## config.mk

```make
export PLATFORM = sky130hd
export DESIGN_NAME = keyinput_deb_flat
export DESIGN_NICKNAME = d
export VERILOG_FILES = /design/src/rtl/keyinput_deb_if.sv /design/src/rtl/keyinput_deb.sv /design/src/flat_wrapper.sv
export SDC_FILE = /design/constraint.sdc
export NUM_CORES = 1
export LEC_CHECK = 0
export BUFFER_PORTS_ARGS = -buffer_cell sky130_fd_sc_hd__buf_2
export CAP_MARGIN = 20
export CORE_MARGIN = 10
export CORE_UTILIZATION = 42
export DETAILED_ROUTE_END_ITERATION = 6
export GPL_TIMING_DRIVEN = 1
export HOLD_SLACK_MARGIN = 0.08
export MAX_ROUTING_LAYER = met4
export PLACE_DENSITY_LB_ADDON = 0.25
export SETUP_SLACK_MARGIN = 0.2
export SYNTH_ARGS = -nofsm -noshare
export SYNTH_HDL_FRONTEND = slang
export SYNTH_SLANG_ARGS = --single-unit
```

## constraint.sdc

```tcl
create_clock -name clk -period 2 [get_ports clk]
set_input_delay 0.3 -clock clk [delete_from_list [all_inputs] [get_ports clk]]
set_output_delay 0.3 -clock clk [all_outputs]
set_load 0.05 [all_outputs]
```

## src/rtl/keyinput_deb_if.sv

```systemverilog
// keyinput_deb_if: button front-end bundle (raw lines in, debounced level and pulses out)
//   btn           raw asynchronous button lines
//   level         debounced pressed state, 1 = pressed
//   press         one-cycle pulse per accepted press (and per auto-repeat)
//   release_pulse one-cycle pulse per accepted release
//   any_level     OR of level
//   master: board/test side, slave: keyinput_deb
interface keyinput_deb_if #(parameter int N_KEYS = 7);
  logic [N_KEYS-1:0] btn;
  logic [N_KEYS-1:0] level;
  logic [N_KEYS-1:0] press;
  logic [N_KEYS-1:0] release_pulse;
  logic              any_level;
  modport master(output btn, input level, press, release_pulse, any_level);
  modport slave(input btn, output level, press, release_pulse, any_level);
endinterface

```

## src/rtl/keyinput_deb.sv

```systemverilog
// keyinput_deb: multi-channel push-button synchroniser, tick-based debouncer and press/release pulse generator
//   clk   system clock
//   rst_n asynchronous active-low reset
//   kb    keyinput_deb_if.slave: btn in; level, press, release_pulse, any_level out
// Optional auto-repeat of press pulses while a key is held: define KEYINPUT_AUTOREPEAT_EN.
module keyinput_deb #(
  parameter int N_KEYS          = 7,
  parameter int TICK_DIV        = 50000,
  parameter int DEB_SAMPLES     = 4,
  parameter int BTN_ACTIVE_HIGH = 1,
  parameter int REPEAT_DELAY    = 50,
  parameter int REPEAT_RATE     = 10
) (
  input logic          clk,
  input logic          rst_n,
  keyinput_deb_if.slave kb
);
  localparam int TW = $clog2(TICK_DIV);
  localparam int DW = $clog2(DEB_SAMPLES + 1);
  localparam logic [N_KEYS-1:0] INV = (BTN_ACTIVE_HIGH != 0) ? '0 : '1;
  if (TICK_DIV < 2 || DEB_SAMPLES < 1 || REPEAT_DELAY < 1 || REPEAT_RATE < 1) begin : g_bad_cfg
    $error("keyinput_deb: illegal parameter set");
  end
  logic [TW-1:0]     div_q, div_d;
  logic              tick;
  logic [N_KEYS-1:0] meta_q, sync_q;
  logic [N_KEYS-1:0] level_q, level_d;
  logic [N_KEYS-1:0] press_q, press_d;
  logic [N_KEYS-1:0] rel_q, rel_d;
  assign tick  = div_q == TW'(TICK_DIV - 1);
  assign div_d = tick ? '0 : div_q + 1'b1;
  always_ff @(posedge clk or negedge rst_n) begin
    if (!rst_n) begin
      div_q   <= '0;
      meta_q  <= '0;
      sync_q  <= '0;
      level_q <= '0;
      press_q <= '0;
      rel_q   <= '0;
    end else begin
      div_q   <= div_d;
      meta_q  <= kb.btn ^ INV;
      sync_q  <= meta_q;
      level_q <= level_d;
      press_q <= press_d;
      rel_q   <= rel_d;
    end
  end
`ifdef KEYINPUT_AUTOREPEAT_EN
  localparam int RMAX = (REPEAT_DELAY > REPEAT_RATE) ? REPEAT_DELAY : REPEAT_RATE;
  localparam int RW   = $clog2(RMAX + 1);
`endif
  for (genvar i = 0; i < N_KEYS; i++) begin : g_ch
    logic [DW-1:0] deb_q, deb_d;
    logic          diff, flip, rep;
    assign diff = sync_q[i] ^ level_q[i];
    // flip: this tick supplies the DEB_SAMPLES-th consecutive differing sample
    assign flip  = tick & diff & (deb_q == DW'(DEB_SAMPLES - 1));
    assign deb_d = !tick ? deb_q : (!diff || flip) ? '0 : deb_q + 1'b1;
    assign level_d[i] = level_q[i] ^ flip;
    assign press_d[i] = (flip & ~level_q[i]) | rep;
    assign rel_d[i]   = flip & level_q[i];
    always_ff @(posedge clk or negedge rst_n) begin
      if (!rst_n) deb_q <= '0;
      else deb_q <= deb_d;
    end
`ifdef KEYINPUT_AUTOREPEAT_EN
    logic [RW-1:0] rep_q, rep_d, rep_n, tgt;
    logic          arm_q, arm_d, idle;
    // arm_q: first repeat already emitted, so the period is REPEAT_RATE rather than REPEAT_DELAY
    assign idle  = flip | ~level_q[i];
    assign tgt   = arm_q ? RW'(REPEAT_RATE) : RW'(REPEAT_DELAY);
    assign rep_n = rep_q + 1'b1;
    assign rep   = tick & ~idle & (rep_n == tgt);
    assign rep_d = idle ? '0 : !tick ? rep_q : rep ? '0 : rep_n;
    assign arm_d = ~idle & (arm_q | rep);
    always_ff @(posedge clk or negedge rst_n) begin
      if (!rst_n) begin
        rep_q <= '0;
        arm_q <= 1'b0;
      end else begin
        rep_q <= rep_d;
        arm_q <= arm_d;
      end
    end
`else
    assign rep = 1'b0;
`endif
  end
  assign kb.level         = level_q;
  assign kb.press         = press_q;
  assign kb.release_pulse = rel_q;
  assign kb.any_level     = |level_q;
endmodule

```

## src/flat_wrapper.sv

```systemverilog
// flat-port wrapper written by rule: the top's interface ports become plain ports
module keyinput_deb_flat 
#(
  parameter int N_KEYS          = 7,
  parameter int TICK_DIV        = 50000,
  parameter int DEB_SAMPLES     = 4,
  parameter int BTN_ACTIVE_HIGH = 1,
  parameter int REPEAT_DELAY    = 50,
  parameter int REPEAT_RATE     = 10
)
  (clk, rst_n, kb_btn, kb_level, kb_press, kb_release_pulse, kb_any_level);
  keyinput_deb_if #(.N_KEYS(N_KEYS)) kb_i ();
  input logic clk;
  input logic rst_n;
  input wire logic [$bits(kb_i.btn)-1:0] kb_btn;
  output wire logic [$bits(kb_i.level)-1:0] kb_level;
  output wire logic [$bits(kb_i.press)-1:0] kb_press;
  output wire logic [$bits(kb_i.release_pulse)-1:0] kb_release_pulse;
  output wire logic [$bits(kb_i.any_level)-1:0] kb_any_level;
  assign kb_i.btn = kb_btn;
  assign kb_level = kb_i.level;
  assign kb_press = kb_i.press;
  assign kb_release_pulse = kb_i.release_pulse;
  assign kb_any_level = kb_i.any_level;
  keyinput_deb #(.N_KEYS(N_KEYS), .TICK_DIV(TICK_DIV), .DEB_SAMPLES(DEB_SAMPLES), .BTN_ACTIVE_HIGH(BTN_ACTIVE_HIGH), .REPEAT_DELAY(REPEAT_DELAY), .REPEAT_RATE(REPEAT_RATE)) u_core (.clk(clk), .rst_n(rst_n), .kb(kb_i));
endmodule
```

==> qor.txt <==
Cell-internal power -> 2.48 mW
Io pins -> 31
First-pass GRT wire length -> 9.06 mm
Post-DR vias/cell -> 4.76
Clock group share of total power -> 49.4%
DRC -> 0
Placed Instances -> 386
CTS tree -> yes
Share of cells above drive strength 1 -> 21.0%
Crit path time final -> 1.74 ns
Cell Rows -> 31
Vias in the first global route -> 2014
Crit path launch type -> register
Ant. Diodes -> 0
Core region area -> 7180 um^2
Fin cells -> 414
DR iter-0 viols -> 46
Sequential fraction of the synthesis area -> 58.8%
Setup Crit Path Kind -> reg -> out
Die width -> 105 um
Die ar. -> 11100 um^2
Global routing's busiest layer -> met2
RSZ-0062 raised after global routing -> true
Lkg Pwr -> 2.06 nW
Worst Path Required -> 1.70 ns
Worst Tran Pin Value -> 0.371 ns
Final WS setup -> 0.261 ns
Max-Cap Viols -> 0
Mapped Area -> 3070 um^2
Status -> complete, no violations
DP Wirelength -> 3.50 mm
Setup total negative slack -> 0 ns
Max-slew headroom -> 75.2%
RePlAce Congestion -> 0.760
Synth unique cells -> 28
HP Class -> reg -> reg
Cells after Synth -> 255
Switching Power -> 0.557 mW
Final Skew -> 0.00859 ns
Seq pwr share -> 48.5%
Total nets after synthesis -> 293
Die Y -> 105 um
Final Hold Fails -> 0
Final period util -> 86.9%
Max Fclk -> 575 MHz
Logic gate share of total power -> 2.1%
PwrDens -> 798 nW/um^2
M2 GR Usage -> 16.9%
ANT nets after route -> 0
GRT Resource Usage Total -> 10.4%
Max-slew violation count -> 0
M1 GR Usage -> 10.7%
Total clock sinks -> 72
1st-pass router iterations -> 4
#FFs+latches synth -> 72
WL final -> 5.03 mm
IO buf count -> 30
Syn Area/Cell -> 12.0 um^2
Num CTS Buffers -> 9
Initial antenna violation count -> 0
Overflow after GRT -> 0
Endpoints failing setup -> 0
Crit path capture type -> output pin
Yosys warns -> 0
CTS H-tree depth -> 3
Met3 Usage GRT -> 4.57%
Starting density of the core -> 42.7%
Clock latency on the worst-skew pair -> 0.34 ns
Final nets -> 348
Largest net degree at the start of global routing -> 73
Switch share -> 18.3%
Crit path DAT -> 1.44 ns
CTS clk-pin slew, worst paths -> 0.07 ns
Routed via count -> 1972
Setup WS pre-CTS -> 0.211 ns
CTS root buffer -> clkbuf_8
Peak supply drop -> 0.000379 V
Clock buffer depth -> 2
Layout area overhead -> 24.2%
Worst-path fanout max -> 4
WL/cell -> 12.2 um
## what timing repair did
action                                  CTS  global route
hold buffers                              8             0
endpoints found under the hold margin    79             0
endpoints found under the setup margin    1             9
pin swaps                                 1             3
buffers inserted                          1             3
gates resized for setup                   4             6
## cells in the mapped netlist
| library cell | instances | area, um^2 |
|---|---|---|
| xor2_1 | 12 | 105 |
| o31ai_1 | 9 | 67.6 |
| ha_1 | 29 | 363 |
| xnor2_1 | 5 | 43.8 |
| mux2_2 | 1 | 11.3 |
| nand4_1 | 5 | 31.3 |
| and2_1 | 2 | 12.5 |
| nor4_1 | 3 | 18.8 |
| dfrtp_1 | 72 | 1800 |
| o21ai_1 | 4 | 20.0 |
| nor4b_2 | 1 | 15.0 |
| a31oi_1 | 1 | 6.26 |
| and4_1 | 1 | 8.76 |
| nor2_1 | 9 | 33.8 |
| and4bb_2 | 2 | 25.0 |
| nor3_1 | 10 | 50.1 |
| nand2_1 | 11 | 41.3 |
| and3_1 | 9 | 56.3 |
| o21ai_0 | 4 | 20.0 |
| nand3_1 | 5 | 25.0 |
| or3_1 | 9 | 56.3 |
| buf_6 | 1 | 11.3 |
| inv_1 | 29 | 109 |
| a21o_1 | 7 | 52.6 |
| nand2b_1 | 7 | 43.8 |
| o211ai_1 | 1 | 7.51 |
| a21oi_1 | 1 | 5.00 |
| buf_2 | 5 | 25.0 |
## layout by cell type (no fill, tap or decap), types with 2 or more instances in the layout
master / count
a21o_1: 7
and2_1: 2
and3_1: 8
and4bb_2: 2
buf_12: 2
buf_2: 29
buf_4: 8
buf_6: 3
bufinv_16: 4
clkbuf_8: 10
dfrtp_1: 70
dfrtp_2: 2
dlygate4sd3_1: 8
ha_1: 28
inv_1: 29
nand2_1: 11
nand2b_1: 7
nand3_1: 5
nand4_1: 5
nor2_1: 9
nor3_1: 10
nor4_1: 2
o21ai_0: 4
o21ai_1: 4
o31ai_1: 9
or3_1: 9
xnor2_1: 5
xor2_1: 12
## critical path, stage by stage (launching register included)
cell and delay [ns]:
dfrtp_2 0.44, nor4_4 0.33, nand4_1 0.15, buf_6 0.18
## path summary, 6_finish.rpt
check | from | to | slack, ns | depth (start not counted)
max reg2reg | u_core.div_q[0] | u_core.kb.level[2] | 0.26 | 7
max | u_core.kb.level[4] | kb_any_level | 0.26 | 3
max in group asynchronous | rst_n | u_core.meta_q[0] | 1.18 | 3
min | u_core.meta_q[5] | u_core.sync_q[5] | 0.35 | 0
min reg2reg | u_core.meta_q[5] | u_core.sync_q[5] | 0.35 | 0
min in group asynchronous | rst_n | u_core.sync_q[6] | 0.52 | 3
## kinds of logic after synthesis
kind of cell,Yosys count,share of synthesized area [%]
compound gates,27,5.83
xor+xnor,17,4.86
fa+ha+maj,29,11.8
buf+inv,35,4.73
flops,72,58.8
mux,1,0.367
simple gates,74,13.6
## power by group through the flow
stage	logic, mW	registers (mW)	clock network (mW)
detailed placement	0.0552	1.50	0
global route	0.0749	1.47	1.60
CTS	0.0675	1.47	1.55
floorplan	0.0108	1.50	0
global placement	0.0553	1.50	0
finish	0.0644	1.47	1.50
## sequential cells by signal (all words and copies together), names as in the netlist
register / cells
u_core.g_ch.deb_q: 21
u_core.div_q: 16
u_core.kb.level: 7
u_core.kb.press: 7
u_core.kb.release_pulse: 7
u_core.meta_q: 7
u_core.sync_q: 7
## routing by layer
| metal | vias to the layer above | wire length (um) |
|---|---|---|
| met5 | - | 0 |
| met4 | 0 | 63 |
| met3 | 6 | 301 |
| met2 | 32 | 2500 |
| met1 | 964 | 2170 |
| li1 | 970 | - |
## cell type report
cell class,instances,area [um^2]
fill,644,3370
multi-input combinational,148,1140
timing repair buffer,50,359
clock buffer,11,141
sequential,72,1800
inverter,29,109
clock inverter,5,128
tap,99,124
## stage by stage
stage | hold WS (ns) | instance area, um^2 | utilization [%] | total power, mW
floorplan | 0.00441 | 3070 | - | 1.51
global placement | 0.333 | 3390 | 47.2 | 1.56
detailed placement | 0.337 | 3390 | 47.2 | 1.56
CTS | 0.354 | 3760 | 52.5 | 3.09
global route | 0.360 | 3810 | 53.1 | 3.15
finish | 0.353 | 3810 | 53.1 | 3.04
Power figures use the tool's default switching activity.
